**src/rtl/if_fetch_unit.sv**
```systemverilog
// if_fetch_unit: PC generator and imem request/response front end feeding IF/DC through an in-order buffer
module if_fetch_unit #(
  parameter logic [31:0] RESET_PC   = 32'h0000_0000,
  parameter int          FIFO_DEPTH = 2,
  parameter logic [31:0] NOP_INST   = 32'h0000_0013
) (
  input  logic        clk,
  input  logic        reset,
  input  logic        is_stay,
  input  logic        redirect_valid,
  input  logic [31:0] redirect_pc,
  output logic        imem_req_valid,
  input  logic        imem_req_ready,
  output logic [31:0] imem_req_addr,
  input  logic        imem_resp_valid,
  input  logic [31:0] imem_resp_data,
  output logic [31:0] new_inst,
  output logic [31:0] new_pc,
  output logic        new_valid
);
  localparam int CW = $clog2(FIFO_DEPTH + 1);
  localparam int PW = $clog2(FIFO_DEPTH);
  localparam logic [PW-1:0] LAST = PW'(FIFO_DEPTH - 1);

  logic [31:0]   fetch_pc_q, fetch_pc_d;
  logic [CW-1:0] inflight_q, inflight_d, drop_cnt_q, drop_cnt_d, fifo_cnt_q, fifo_cnt_d;
  logic [PW-1:0] pq_wr_q, pq_wr_d, pq_rd_q, pq_rd_d, fq_wr_q, fq_wr_d, fq_rd_q, fq_rd_d;
  logic [31:0]   pq_pc_q [FIFO_DEPTH];
  logic [31:0]   fifo_pc_q [FIFO_DEPTH];
  logic [31:0]   fifo_inst_q [FIFO_DEPTH];
  logic          hs, resp, push, pop;

  function automatic logic [PW-1:0] nxt(input logic [PW-1:0] p);
    return p == LAST ? '0 : p + 1'b1;
  endfunction

  // Credits cover both in-flight requests and buffered entries so the buffer can never overflow
  assign imem_req_valid = !reset && !redirect_valid &&
                          ((CW+1)'(inflight_q) + (CW+1)'(fifo_cnt_q) < (CW+1)'(FIFO_DEPTH));
  assign imem_req_addr  = fetch_pc_q;
  assign new_valid      = fifo_cnt_q != '0;
  assign new_inst       = new_valid ? fifo_inst_q[fq_rd_q] : NOP_INST;
  assign new_pc         = new_valid ? fifo_pc_q[fq_rd_q] : 32'h0;

  always_comb begin
    hs         = imem_req_valid && imem_req_ready;
    resp       = imem_resp_valid && inflight_q != '0;
    push       = resp && drop_cnt_q == '0 && !redirect_valid;
    pop        = new_valid && !is_stay && !redirect_valid;
    inflight_d = inflight_q + CW'(hs) - CW'(resp);
    drop_cnt_d = redirect_valid ? inflight_d :
                 (resp && drop_cnt_q != '0) ? drop_cnt_q - 1'b1 : drop_cnt_q;
    fetch_pc_d = redirect_valid ? (redirect_pc & ~32'h3) : hs ? fetch_pc_q + 32'd4 : fetch_pc_q;
    fifo_cnt_d = redirect_valid ? '0 : fifo_cnt_q + CW'(push) - CW'(pop);
    fq_wr_d    = redirect_valid ? '0 : push ? nxt(fq_wr_q) : fq_wr_q;
    fq_rd_d    = redirect_valid ? '0 : pop ? nxt(fq_rd_q) : fq_rd_q;
    pq_wr_d    = hs ? nxt(pq_wr_q) : pq_wr_q;
    pq_rd_d    = resp ? nxt(pq_rd_q) : pq_rd_q;
  end

  always_ff @(posedge clk) begin
    if (reset) begin
      fetch_pc_q <= RESET_PC;
      inflight_q <= '0;
      drop_cnt_q <= '0;
      fifo_cnt_q <= '0;
      pq_wr_q    <= '0;
      pq_rd_q    <= '0;
      fq_wr_q    <= '0;
      fq_rd_q    <= '0;
    end else begin
      fetch_pc_q <= fetch_pc_d;
      inflight_q <= inflight_d;
      drop_cnt_q <= drop_cnt_d;
      fifo_cnt_q <= fifo_cnt_d;
      pq_wr_q    <= pq_wr_d;
      pq_rd_q    <= pq_rd_d;
      fq_wr_q    <= fq_wr_d;
      fq_rd_q    <= fq_rd_d;
      if (hs) pq_pc_q[pq_wr_q] <= fetch_pc_q;
      if (push) begin
        fifo_pc_q[fq_wr_q]   <= pq_pc_q[pq_rd_q];
        fifo_inst_q[fq_wr_q] <= imem_resp_data;
      end
    end
  end
endmodule
```
**config.mk**
```make
export PLATFORM = sky130hd
export DESIGN_NAME = if_fetch_unit
export DESIGN_NICKNAME = d
export VERILOG_FILES = /design/src/rtl/if_fetch_unit.sv
export SDC_FILE = /design/constraint.sdc
export NUM_CORES = 1
export LEC_CHECK = 0
export CORE_MARGIN = 2
export CORE_UTILIZATION = 50
export DETAILED_ROUTE_END_ITERATION = 6
export PLACE_DENSITY = 0.84
export SLEW_MARGIN = 10
export SYNTH_ARGS = -nofsm -noshare
export SYNTH_HDL_FRONTEND = slang
export SYNTH_SLANG_ARGS = --single-unit
```
**constraint.sdc**
```tcl
create_clock -name clk -period 14.95 [get_ports clk]
set_input_delay 2.99 -clock clk [delete_from_list [all_inputs] [get_ports clk]]
set_output_delay 2.99 -clock clk [all_outputs]
set_load 0.05 [all_outputs]
```
Yosys cells after proc, flatten, opt, wreduce, memory -nomap -nowiden
Memory sizes are Yosys's and may differ from the RTL's. A register that Yosys moved wholly into a read port is not among the register bits.
Index checks and enable logic that the tools add are counted.
- memories: 3
- bits in writable memories: 192
- memory bits (read-only): 0
- register bits after elaboration: 42
- bits in latches: 0
- output and inout port bits: 98
- memories (memory ; depth ; width ; rd ports ; clocked after Yosys merged registers in ; wr ports ; RTL line ; text):
    fifo_inst_q ; 2 ; 32 ; 1 ; 1 ; 1 ; 30 ; logic [31:0] fifo_inst_q [FIFO_DEPTH];
    fifo_pc_q ; 2 ; 32 ; 1 ; 1 ; 1 ; 29 ; logic [31:0] fifo_pc_q [FIFO_DEPTH];
    pq_pc_q ; 2 ; 32 ; 1 ; 1 ; 1 ; 28 ; logic [31:0] pq_pc_q [FIFO_DEPTH];
- bitwise operators: 0
- equality and inequality tests: 0
- div/mod/pow operators: 0
- mux-type cells: 22
- add/sub/neg operators: 11
- shifts and indexed selects: 0
- magnitude comparators: 1
- $mul: 0
- reductions and logical operators: 19
- operator list (kind ; number):
    $mux 32 ; 4
    $add 32x3->32 const B ; 1
    $mux 1 ; 16
    $reduce_bool 2->1 ; 5
    $logic_and 1x1->1 ; 9
    $add 1x1->1 const B ; 4
    $add 2x1->2 ; 2
    $mux 2 ; 2
    $sub 2x1->2 ; 2
    $add 2x2->3 ; 1
    $logic_not 1->1 ; 3
    $lt 3x2->1 const B ; 1
    $logic_not 2->1 ; 1
    $reduce_or 2->1 ; 1
    $sub 2x1->2 const B ; 1

Depth between registers and ports, before layout
- depth after elaboration: 7
- depth in mapped cells: 14
- gate-level depth less buffers: 12

Least setup slack after synthesis
No wires, ideal clock.
- path type: input -> register
- from: input port redirect_valid
- to: memory fifo_inst_q[0][0] (enable)
- data required time: 14.392 ns
- arrival time: 7.908 ns
- cell stages on the path: 4
- slack: 6.483 ns
- cells stage by stage: clkbuf_1 -> or2_2 -> clkbuf_1 -> nor3_1
- word-level cells in the longest chain between the ends: 5
- ends and longest elaborated chain (item ; RTL line ; text):
    start: declaration ; 10 ; input logic redirect_valid,
    $logic_not 1->1 ; 48 ; push = resp && drop_cnt_q == '0 && !redirect_valid;
    $logic_and 1x1->1 ; 48 ;
    $mux 1 ; 81 ; if (push) begin
    $mux 1 ; 62 ; if (reset) begin
    $mux 1 (not written as such) ; 83 ; fifo_inst_q[fq_wr_q] <= imem_resp_data;
    end: declaration ; 30 ;
No other way between the ends.

Worst setup path after layout
- from: input port reset
- to: output port imem_req_valid
- word-level cells in the longest chain between the ends: 3
- ends and longest elaborated chain (item ; RTL line ; text):
    start: declaration ; 8 ; input logic reset,
    $logic_not 1->1 ; 38 ; assign imem_req_valid = !reset && !redirect_valid &&
    $logic_and 1x1->1 (2 in series) ; 38 ;
    end: declaration ; 12 ; output logic imem_req_valid,
No other way between the ends.

==> flow_metrics.env <==
export IMPL_clock_fmax_mhz=123
export IMPL_reg2regPathDepth=12
export IMPL_rows=49
export IMPL_final_cell_mix="edfxtp_1, clkdlybuf4s50_1, nor2_1"
export IMPL_rrSetupSlack_ns=11.07
export IMPL_numCtsBuffers=23
export IMPL_core_sq_um=18100
export IMPL_timing_rr_end="drop_cnt_q[1]$_SDFFE_PP0P_"
export IMPL_totalWireLength_um=20600
export IMPL_grt_first_pass_wirelength_um=32000
export IMPL_ys_ff_latch=226
export IMPL_synth_edff_count=184
export IMPL_antenna_found_initial=0
export IMPL_holdBufCountCts=0
export IMPL_dieArea_sq_um=19700
export IMPL_final_common_cell="edfxtp_1"
export IMPL_power_switching_uw=390
export IMPL_ys_seq_area_share_pct=68.4
export IMPL_finalSetupViolCount=0
export IMPL_worstSetupPathType="input pin to output port"
export IMPL_synthMuxAreaShare_pct=10.3
export IMPL_max_slew_margin_pct=25.3
export IMPL_cts_path_max_buffers=3
export IMPL_whs_ns=0.501
export IMPL_hp_start="imem_req_addr[30]$_SDFFE_PP0P_"
export IMPL_die_h_um=140
export IMPL_synth_top_family_by_area="simple AND/OR/NAND/NOR gates"
export IMPL_cts_root_buf="clkbuf_16"
export IMPL_syn2layout_area_growth_pct=28.2
export IMPL_power_frac_comb_pct=15.0
export IMPL_slowest_stage="clkdlybuf4s50_1"
export IMPL_first_iter_violations=584
export IMPL_cts_tree="built"
export IMPL_ctsResizeCount=0
export IMPL_placedInstanceArea_sq_um=11200
export IMPL_synthFlopType="edfxtp_1"
export IMPL_initial_core_util_pct=51.5
export IMPL_placement_io_buffers=161
export IMPL_final_min_clock_period_ns=8.11
export IMPL_place_congestion=0.882
export IMPL_grt_pass1_vias=5945
export IMPL_ant_nets=0
export IMPL_crit_required_ns=11.96
export IMPL_path_cells="clkdlybuf4s50_1 -> buf_4 -> or2_2 -> nor3_1 -> clkdlybuf4s50_1"
export IMPL_synthSimpleGateAreaFrac_pct=11.1
export IMPL_min_path_cells=0
export IMPL_synth_cells=670
export IMPL_netlist_area_sq_um=9310
export IMPL_finalInstanceArea_sq_um=11900
export IMPL_switching_share_pct=24.9
export IMPL_post_dp_hpwl_um=12700
export IMPL_vias=6159
export IMPL_synth_xor_area_share_pct=1.69
export IMPL_htreeDepth=1
export IMPL_wire_per_inst_um=19.2
export IMPL_pwr_share_clk_pct=37.3
export IMPL_intPower_uw=1180
export IMPL_crit_path_start_kind="input pin"
export IMPL_n_antenna_cell=0
export IMPL_arrival_ns=5.12
export IMPL_grt_max_degree=63
export IMPL_p_leak_uw=0.00385
export IMPL_rsz0062_at_grt="no"
export IMPL_hp_class="flip-flop to flip-flop"
export IMPL_seqPwrFrac_pct=47.7
export IMPL_rr_startpoint="fifo_cnt_q[0]$_SDFF_PP0_"
export IMPL_via_per_inst=5.73
export IMPL_drive_gt1_share_pct=9.47
export IMPL_place_ws_ns=6.86
export IMPL_status="finished, final reports clean"
export IMPL_maxCapViolCount=0
export IMPL_power_density_nw_per_um2=131
export IMPL_die_w_um=140
export IMPL_ios=168
export IMPL_clock_latency_ns=0.50
export IMPL_cpMostUsedCell="clkdlybuf4s50_1"
export IMPL_post_cts_buffers=0
export IMPL_min_period_over_period_pct=54.3
export IMPL_drtPass1Iterations=5
export IMPL_clk_pin_slew_ns=0.06
export IMPL_grt_total_usage_pct=20.6
export IMPL_max_stage_delay_ns=0.84
export IMPL_yosys_warnings=0
export IMPL_synth_compound_area_share_pct=4.99
export IMPL_crit_path_max_fanout=32
export IMPL_hold_violations=0
export IMPL_setup_tns_ns=0
export IMPL_startpoint="reset"
export IMPL_syn_area_per_cell_sq_um=13.9
export IMPL_worst_pin_slew_ns=1.12
export IMPL_end_kind="output port"
export IMPL_drcViolationCount=0
export IMPL_synthAdderAreaFrac_pct=1.02
export IMPL_layout_nets=906
export IMPL_ys_types=51
export IMPL_finalWorstSetupSlack_ns=6.84
export IMPL_slew_viol_final=0
export IMPL_async_flop_share_pct=0
export IMPL_hold_end="pq_pc_q[0][30]$_DFFE_PP_"
export IMPL_cts_sinks=226
export IMPL_gr_total_overflow=0
export IMPL_ir_drop_mv=0.0841
export IMPL_skew_ns=0.0112
==> cell type report <==
class	instances	area [sq um]
Multi-Input combinational cell	390	2740
Tap cell	229	287
Clock inverter	12	156
Inverter	16	60.1
Sequential cell	226	6370
Timing Repair Buffer	172	1690
Fill cell	1279	6160
Clock buffer	29	618
==> metrics by stage <==
stage          total power (uW)  cells  util (%)
3_5_place_dp                992   1033      61.7
4_1_cts                    1580   1074      65.9
5_1_grt                    1620   1074      65.9
2_1_floorplan               911    673         -
6_report                   1570   1074      65.9
3_3_place_gp                983   1033      61.7
==> state kept, by name (all words and copies together), names as in the netlist, named ones only <==
register       flops
fq_rd_q            1
pq_pc_q           60
fifo_pc_q         60
fifo_cnt_q         2
imem_req_addr     30
drop_cnt_q         2
pq_wr_q            1
inflight_q         2
fifo_inst_q       64
fq_wr_q            1
pq_rd_q            1
==> worst max-delay path by stage <==
| stage | slack, ns | cells past startpoint | endpoint |
|---|---|---|---|
| 6_report | 6.84 | 5 | imem_req_valid |
| 5_1_grt | 6.76 | 5 | imem_req_valid |
| 4_1_cts | 6.85 | 5 | imem_req_valid |
| 3_5_place_dp | 6.86 | 5 | imem_req_valid |
| 3_3_place_gp | 6.83 | 5 | imem_req_valid |
| 2_1_floorplan | 6.48 | 4 | fifo_inst_q[0][0]$_DFFE_PP_ |
==> power groups by stage <==
stage | combinational, uW | clock [uW] | sequential [uW]
3_5_place_dp | 233 | 0 | 759
4_1_cts | 236 | 598 | 746
3_3_place_gp | 226 | 0 | 757
6_report | 235 | 585 | 746
5_1_grt | 252 | 622 | 750
2_1_floorplan | 136 | 0 | 775
==> synthesized netlist by cell type, types with 6 or more instances <==
cell,n,area share (%)
a211oi_1,13,1.0
a311oi_1,7,0.66
and3_1,9,0.60
and4_1,8,0.75
buf_1,7,0.28
clkbuf_1,29,1.2
dfxtp_1,42,9.0
edfxtp_1,184,59
ha_1,6,0.81
inv_1,15,0.60
mux2_2,30,3.6
mux2i_1,62,6.7
nand2_1,20,0.81
nand3_1,18,0.97
nand4_1,19,1.3
nor2_1,92,3.7
nor3_1,10,0.54
nor4_1,7,0.47
o211ai_1,7,0.56
o21ai_0,6,0.32
or3_1,6,0.40
or4_1,8,0.65
xnor2_1,10,0.94
xor2_1,8,0.75
==> critical path: cells and delay by family <==
kind | cells | cell delay (ns)
buffers and inverters | 3 | 1.48
AND/OR/NAND/NOR | 2 | 0.65
==> cells by family (layout without fill, tap and decap cells) <==
family / Yosys count / in the layout
AO/OA/AOI/OAI: 61 / 61
XOR/XNOR: 18 / 18
adder cells (fa/ha/maj): 7 / 7
buffers and inverters: 57 / 229
flip-flops: 226 / 226
multiplexers: 92 / 92
other: 1 / 4
AND/OR/NAND/NOR: 208 / 208
==> layer usage <==
metal / vias to the layer above / global-route usage [%] / part of all wire (%)
li1: 2857 / - / -
met1: 2924 / 27.3 / 40
met2: 326 / 34.2 / 48
met3: 52 / 4.10 / 8.8
met4: 0 / 7.02 / 2.7
met5: - / 0 / 0
Note: power is estimated with default switching activity, not from simulation.
